$ cat config.mk
export PLATFORM = sky130hd
export DESIGN_NAME = traffic_conflict_monitor
export DESIGN_NICKNAME = d
export VERILOG_FILES = /design/src/rtl/traffic_conflict_monitor.sv
export SDC_FILE = /design/constraint.sdc
export NUM_CORES = 1
export LEC_CHECK = 0
export BUFFER_PORTS_ARGS = -buffer_cell sky130_fd_sc_hd__buf_4
export CORE_MARGIN = 5
export CORE_UTILIZATION = 56
export CTS_CLUSTER_DIAMETER = 30
export CTS_CLUSTER_SIZE = 25
export DETAILED_ROUTE_END_ITERATION = 16
export PLACE_DENSITY = 0.76
export SLEW_MARGIN = 25
export SYNTH_ARGS = -nofsm -noshare
export SYNTH_HDL_FRONTEND = slang
export SYNTH_SLANG_ARGS = --single-unit
$ cat constraint.sdc
create_clock -name clk -period 3.07 [get_ports clk]
set_input_delay 0.614 -clock clk [delete_from_list [all_inputs] [get_ports clk]]
set_output_delay 0.614 -clock clk [all_outputs]
set_load 0.02 [all_outputs]
$ cat src/rtl/traffic_conflict_monitor.sv
// Safety monitor for the four traffic-light lamp channels. It enforces the
// lamp-step order, minimum dwell times, a non-red time limit and
// highway/farm exclusion. The first violation is latched with a code and a
// channel, and a flashing-red override is driven while the fault is held.
//
// state   | meaning
// S_ARM   | not armed; the next cycle samples the lamps as the reference
// S_RUN   | armed; all checks active, counters track the lamps
// S_FAULT | fault latched; counters frozen, flash_red toggling
module traffic_conflict_monitor #(
   parameter int AMBER_CYCLES = 2,
   parameter int MIN_GREEN    = 10,
   parameter int MAX_NONRED   = 64
) (
   input  logic       clk,
   input  logic       rst,
   input  logic       go,
   input  logic       clr,
   input  logic [1:0] highwaySignal1,
   input  logic [1:0] highwaySignal2,
   input  logic [1:0] farmSignal1,
   input  logic [1:0] farmSignal2,
   output logic       fault,
   output logic [2:0] fault_code,
   output logic [1:0] fault_chan,
   output logic       flash_red
);

   typedef enum logic [1:0] {
      S_ARM   = 2'd0,
      S_RUN   = 2'd1,
      S_FAULT = 2'd2
   } state_t;

   localparam logic [1:0] RED = 2'd2;

   state_t     state;
   state_t     state_n;
   logic [1:0] lamp   [4];
   logic [1:0] prev   [4];
   logic [6:0] dwell  [4];
   logic [6:0] nonred [4];
   logic [2:0] code_d;
   logic [1:0] chan_d;
   logic       hit;
   logic       conflict;

   assign lamp[0] = highwaySignal1;
   assign lamp[1] = highwaySignal2;
   assign lamp[2] = farmSignal1;
   assign lamp[3] = farmSignal2;

   assign conflict = ((lamp[0] != RED) || (lamp[1] != RED)) &&
                     ((lamp[2] != RED) || (lamp[3] != RED));

   // Evaluate every rule; later loops overwrite earlier ones so the lowest
   // code wins, and descending channel order makes the lowest channel win.
   always_comb begin
      code_d = 3'd0;
      chan_d = 2'd0;
      if (state == S_RUN) begin
         for (int i = 3; i >= 0; i--) begin
            if (go && (lamp[i] != RED) && (nonred[i] >= 7'(MAX_NONRED))) begin
               code_d = 3'd5;
               chan_d = 2'(i);
            end
         end
         for (int i = 3; i >= 0; i--) begin
            if ((lamp[i] != prev[i]) && (lamp[i] == 2'(prev[i] + 2'd1)) &&
                (prev[i] == 2'd0) && (dwell[i] < 7'(MIN_GREEN))) begin
               code_d = 3'd4;
               chan_d = 2'(i);
            end
         end
         for (int i = 3; i >= 0; i--) begin
            if ((lamp[i] != prev[i]) && (lamp[i] == 2'(prev[i] + 2'd1)) &&
                prev[i][0] && (dwell[i] < 7'(AMBER_CYCLES))) begin
               code_d = 3'd3;
               chan_d = 2'(i);
            end
         end
         // A change without a tick is treated as an illegal step.
         for (int i = 3; i >= 0; i--) begin
            if ((lamp[i] != prev[i]) &&
                ((lamp[i] != 2'(prev[i] + 2'd1)) || !go)) begin
               code_d = 3'd2;
               chan_d = 2'(i);
            end
         end
      end
      if ((state != S_FAULT) && conflict) begin
         code_d = 3'd1;
         chan_d = (lamp[2] != RED) ? 2'd2 : 2'd3;
      end
      hit = (code_d != 3'd0);
   end

   // Next-state logic for arming, running and the fault latch.
   always_comb begin
      state_n = state;
      if (clr) begin
         state_n = S_ARM;
      end else begin
         case (state)
            S_ARM, S_RUN: state_n = hit ? S_FAULT : S_RUN;
            S_FAULT:      state_n = S_FAULT;
            default:      state_n = S_ARM;
         endcase
      end
   end

   // State register.
   always_ff @(posedge clk) begin
      if (rst) state <= S_ARM;
      else     state <= state_n;
   end

   // Fault outputs, flash override and per-channel counters.
   always_ff @(posedge clk) begin
      if (rst) begin
         fault      <= 1'b0;
         fault_code <= 3'd0;
         fault_chan <= 2'd0;
         flash_red  <= 1'b0;
         for (int i = 0; i < 4; i++) begin
            prev[i]   <= 2'd0;
            dwell[i]  <= 7'd0;
            nonred[i] <= 7'd0;
         end
      end else begin
         fault     <= (state_n == S_FAULT);
         flash_red <= ((state == S_FAULT) && !clr) ? ~flash_red : 1'b0;
         if (clr) begin
            fault_code <= 3'd0;
            fault_chan <= 2'd0;
         end else if ((state != S_FAULT) && hit) begin
            fault_code <= code_d;
            fault_chan <= chan_d;
         end
         for (int i = 0; i < 4; i++) begin
            if (!clr && (state == S_ARM)) begin
               prev[i]   <= lamp[i];
               dwell[i]  <= 7'd1;
               nonred[i] <= (lamp[i] != RED) ? 7'd1 : 7'd0;
            end else if (!clr && (state == S_RUN) && !hit && go) begin
               if (lamp[i] != prev[i]) begin
                  prev[i]  <= lamp[i];
                  dwell[i] <= 7'd1;
               end else if (dwell[i] != 7'd127) begin
                  dwell[i] <= dwell[i] + 7'd1;
               end
               if (lamp[i] == RED)           nonred[i] <= 7'd0;
               else if (nonred[i] != 7'd127) nonred[i] <= nonred[i] + 7'd1;
            end
         end
      end
   end

endmodule
# [Word-level counts from Yosys, hierarchy flattened]
# Memories as Yosys holds them, arrays and structs flattened.
# Cells that the tools add are included.
[totals] ff_bits=9 output_inout_bits=7 memories=3 inputBits=12 ram_bits=64
[memory_table] name="dwell" depth=4 word_bits=7 rd=4 rd_clocked_by_memory_dff=0 wr=4 line_no="41" text="logic [6:0] dwell [4];"
[memory_table] name="nonred" depth=4 word_bits=7 rd=4 rd_clocked_by_memory_dff=0 wr=4 line_no="42" text="logic [6:0] nonred [4];"
[memory_table] name="prev" depth=4 word_bits=2 rd=4 rd_clocked_by_memory_dff=0 wr=4 line_no="40" text="logic [1:0] prev [4];"
[op_classes] n_eq_ne=32 n_mux=169 order_cmp=12 n_bitwise=34 n_addsub=12 reduce_logical=58
[op_table] op="$mux W7" count=24
[op_table] op="$mux W1" count=98
[op_table] op="$add A7 B1 Y7 const B" count=8
[op_table] op="$mux W2" count=28
[op_table] op="$ne A7 B7 Y1 const B" count=8
[op_table] op="$mux W3" count=18
[op_table] op="$logic_and A1 B1 Y1" count=40
[op_table] op="$or A1 B1 Y1" count=32
[op_table] op="$ge A7 B7 Y1 const B" count=4
[op_table] op="$lt A7 B2 Y1 const B" count=4
[op_table] op="$lt A7 B4 Y1 const B" count=4
[op_table] op="$ne A2 B2 Y1" count=8
[op_table] op="$eq A2 B2 Y1 const B" count=6
[op_table] op="$logic_not A2 Y1" count=5
[op_table] op="$ne A2 B2 Y1 const B" count=5
[op_table] op="$add A2 B1 Y2 const B" count=4
[op_table] op="$eq A2 B2 Y1" count=4
[op_table] op="$logic_or A1 B1 Y1" count=6
[op_table] op="$reduce_or A2 Y1" count=3
[op_table] op="$pmux W2 S2" count=1
[op_table] op="$logic_not A1 Y1" count=3
[op_table] op="$reduce_bool A3 Y1" count=1
[op_table] op="$eq A2 B1 Y1 const B" count=1
[op_table] op="$not A1 Y1" count=2

# [Logic depth before layout (Yosys ltp)]
[logic_depth] ltp_word=31 depth_mapped=11 ltp_nobuf=9

# [Worst setup path before layout]
# No wires, ideal clock.
[synth_path] path_kind="input port to flip-flop" from="input farmSignal2[0]" to="memory dwell[0][0], enable pin" arrival_time_ps=2508 slack_ps=182 setup_ps=381 n_path_buf=2 required_ps=2689 cell_stages=9 path_cell_list="xor2_1 -> or2_1 -> buf_4 -> a22oi_4 -> and4b_1 -> a21o_4 -> buf_6 -> nand3_2 -> o21ai_0"
[synth_rtl] item="from (decl)" line_no="22" text="input logic [1:0] farmSignal2,"
[synth_rtl] item="to (decl)" line_no="41"

==> flow_metrics.py <==
metrics = {
    "finish": {
        "nets": 501,
        "register_area_sq_mm": 0.002102,
        "fin_cells": 587,
        "utilization_pct": 62.66,
        "final_layout_size_suffix_gt1_share_pct": 14.73,
        "insertedDiodeCount": 0,
        "multi_input_area_sq_mm": 0.002296,
        "num-fill-cells": 656,
        "syn_to_final_growth_pct": 10.53,
    },
    "drt": {
        "drt_iter0_drc": 163,
        "drtPass1Iterations": 4,
        "drc_errors": 0,
        "ant_nets": 0,
        "drt_wl_total_mm": 9.835,
        "vias": 3478,
        "avgViaCountPerCell": 5.925,
        "wl_per_cell_microns": 16.75,
    },
    "floorplan": {
        "die_y_microns": 100.5,
        "rows": 33,
        "ios": 19,
        "initial_core_util_pct": 56.69,
        "dieArea_sq_mm": 0.01010,
        "die_w_microns": 100.5,
        "core_area_sq_mm": 0.008093,
    },
    "logic_synthesis": {
        "synth_top_family_by_area": "simple AND/OR/NAND/NOR gates",
        "synth_compound_area_share_pct": 10.39,
        "synthTopCellsByArea": "edfxtp_1 42%, xnor2_1 5.0%, dfxtp_1 3.9%, nor2_1 3.4%, xor2_1 3.4%",
        "synthMuxAreaShare_pct": 0.2182,
        "synth.net_count": 479,
        "async_flop_share_pct": 0,
        "syn_inst": 455,
        "synth_xor_area_share_pct": 9.108,
        "synth_area_sq_mm": 0.004588,
        "yosys.area_share.adder_pct": 3.272,
        "yosysSeqAreaShare_pct": 45.81,
        "synth_edf_count": 64,
        "ys.warnings.count": 0,
        "yosysTopAreaCell": "edfxtp_1",
        "synth_simple_gate_area_share_pct": 27.05,
        "synth_flop_cell": "edfxtp_1",
        "synth.avg_cell_area_sq_um": 10.08,
        "ys_types": 57,
        "synth_seq_cells": 73,
        "synth_top_area_share_pct": 41.89,
    },
    "setup_path": {
        "required_ps": 3220,
        "r2r-start": "prev[2][0]",
        "arrival_ps": 3000,
        "worst_path_largest_cell_delay_ps": 390,
        "crit_top_cell": "buf_4",
        "endpoint_kind": "register",
        "reg2reg_depth": 11,
        "cp_max_fo": 28,
        "start_kind": "register",
        "crit_slowest_cell": "edfxtp_1",
        "critPathLaunch": "prev[2][0]",
        "path_depth": 11,
        "critPathBufInv": 3,
        "setup.worst_path.class": "register to register",
        "crit_chain": "inv_1 -> ha_1 -> xnor2_1 -> and4_1 -> nor4_2 -> and2b_1 -> a21o_4 -> buf_4 -> nand4_4 -> buf_4 -> nor4_1",
        "crit_family": "simple AND/OR/NAND/NOR gates",
    },
    "outcome": {
        "status": "completed",
    },
    "sta": {
        "fin_worst_skew_ps": 5.318,
        "rsz0062_at_grt": "false",
        "slew_violations": 0,
        "max_freq_mhz": 350.8,
        "final-setup-viol-count": 0,
        "slew_headroom_pct": 60.74,
        "layout_setup_ws_ps": 219.4,
        "tns_ps": 0,
        "fin_crit_sh_pct": 92.85,
        "hold_violations": 0,
        "worst_pin_slew_ps": 587.7,
        "layout_min_cycle_time_ps": 2851,
    },
    "global_routing": {
        "overflow": 0,
        "grt_usage_pct": 20.61,
        "grt_pass1_vias": 3398,
        "grt_max_degree": 29,
        "grt_pass1_wl_mm": 16.44,
        "antenna_found_initial": 0,
    },
    "placed_design": {
        "io_buffers": 18,
        "hpwl_mm": 7.219,
        "place_ws_ps": 215.1,
        "place_congestion": 0.9747,
        "dp.cells": 571,
    },
    "pwr": {
        "vdd_drop_max_uv": 264.6,
        "power_density_mw_per_mm2": 476.6,
        "power.leakage_nw": 1.785,
    },
    "cts": {
        "root_buffer": "clkbuf_8",
        "hold_buffers": 0,
        "post-cts-setup-buffers": 0,
        "cts_resized": 0,
        "cts.reportedPaths.clkPinSlew_ps": 80,
        "cts_sinks": 73,
        "cts_made_buffers": 9,
        "insertion_delay_ps": 340,
        "h-tree-depth": 3,
        "tritoncts": "built",
        "cts_buffer_depth": 2,
    },
    "hold_path": {
        "hp-start": "flash_red",
        "hp-class": "register to register",
        "worstHoldPathCells": 1,
    },
    "job": {
        "maxCapViolCount": 0,
    },
}
[logic make-up after synthesis]
logic type | Yosys count
mux | 1
fa+ha+maj | 12
simple gates | 217
compound gates | 66
buf+inv | 40
flops | 73
xor+xnor | 46
[state kept, by name, summed over array words and instances (netlist names)]
register	cells
dwell	28
fault	1
fault_chan	2
fault_code	3
flash_red	1
nonred	28
prev	8
state	2
[synth_stat cells (5+ instances only)]
master / number
and2_1: 9
edfxtp_1: 64
nor4_2: 5
xnor2_1: 26
nor3_1: 29
nor4b_1: 11
nor2b_1: 6
nand4_1: 6
a21oi_1: 8
nand2_1: 27
nor2_1: 42
nor4_1: 15
inv_1: 16
xor2_1: 18
o21ai_0: 22
and3_1: 6
buf_2: 8
nand2b_1: 9
ha_1: 12
clkbuf_1: 10
a21boi_0: 11
dfxtp_1: 9
nand3_1: 30
[through the flow]
step / area [sq um] / hold slack (ps) / power, mW
after floorplan: 4588 / 520.3 / 1.486
after global placement: 4852 / 414.0 / 1.583
after detailed placement: 4852 / 424.0 / 1.596
after CTS: 5071 / 435.3 / 2.431
after global routing: 5071 / 450.5 / 2.518
final: 5071 / 431.7 / 2.417
[power by group]
group / internal (mW) / switching, mW
clock: 0.474 / 0.365
combinational: 0.155 / 0.214
sequential: 1.15 / 0.0617
total: 1.78 / 0.641
[worst reg2reg max path, stage by stage, from the launching register on]
cell	delay, ps
edfxtp_1	390
inv_1	60
ha_1	340
xnor2_1	150
and4_1	210
nor4_2	370
and2b_1	200
a21o_4	130
buf_4	160
nand4_4	90
buf_4	260
nor4_1	310
[final timing paths]
check / endpoint / slack, ps
setup / recovery: dwell[0][27] / 220
hold / removal: flash_red / 430
setup reg to reg: dwell[0][27] / 220
hold reg to reg: flash_red / 430
[routing by layer]
metal	GRT usage, %	vias to the layer above	part of all wire, %	wire [microns]
li1	-	1725	-	-
met1	27.66	1671	45	4388
met2	33.69	70	50	4880
met3	3.737	12	4.1	404
met4	7.150	0	1.6	161
met5	0	-	0	0
[area by class of cell]
| type | count | area share, % |
|---|---|---|
| clock inverter | 6 | 1.604 |
| timing repair buffer | 35 | 5.181 |
| tap | 105 | 2.591 |
| clock buffer | 10 | 2.714 |
| multi-input combinational | 342 | 45.28 |
| inverter | 16 | 1.184 |
| sequential | 73 | 41.45 |
[cell usage in the layout, fill, tap and decap left out, types with 5 or more instances in the layout]
master / n
nor4b_1: 11
o21ai_0: 22
buf_4: 35
nor3_1: 29
a21boi_0: 11
nand3_1: 30
xnor2_1: 26
nand2_1: 27
inv_1: 16
nor4_2: 5
and2_1: 9
nor2_1: 42
dfxtp_1: 9
clkbuf_8: 10
nor2b_1: 6
nand4_1: 6
xor2_1: 18
ha_1: 12
nor4_1: 15
a21oi_1: 8
nand2b_1: 9
edfxtp_1: 64
and3_1: 6
Power figures use the tool's default switching activity.
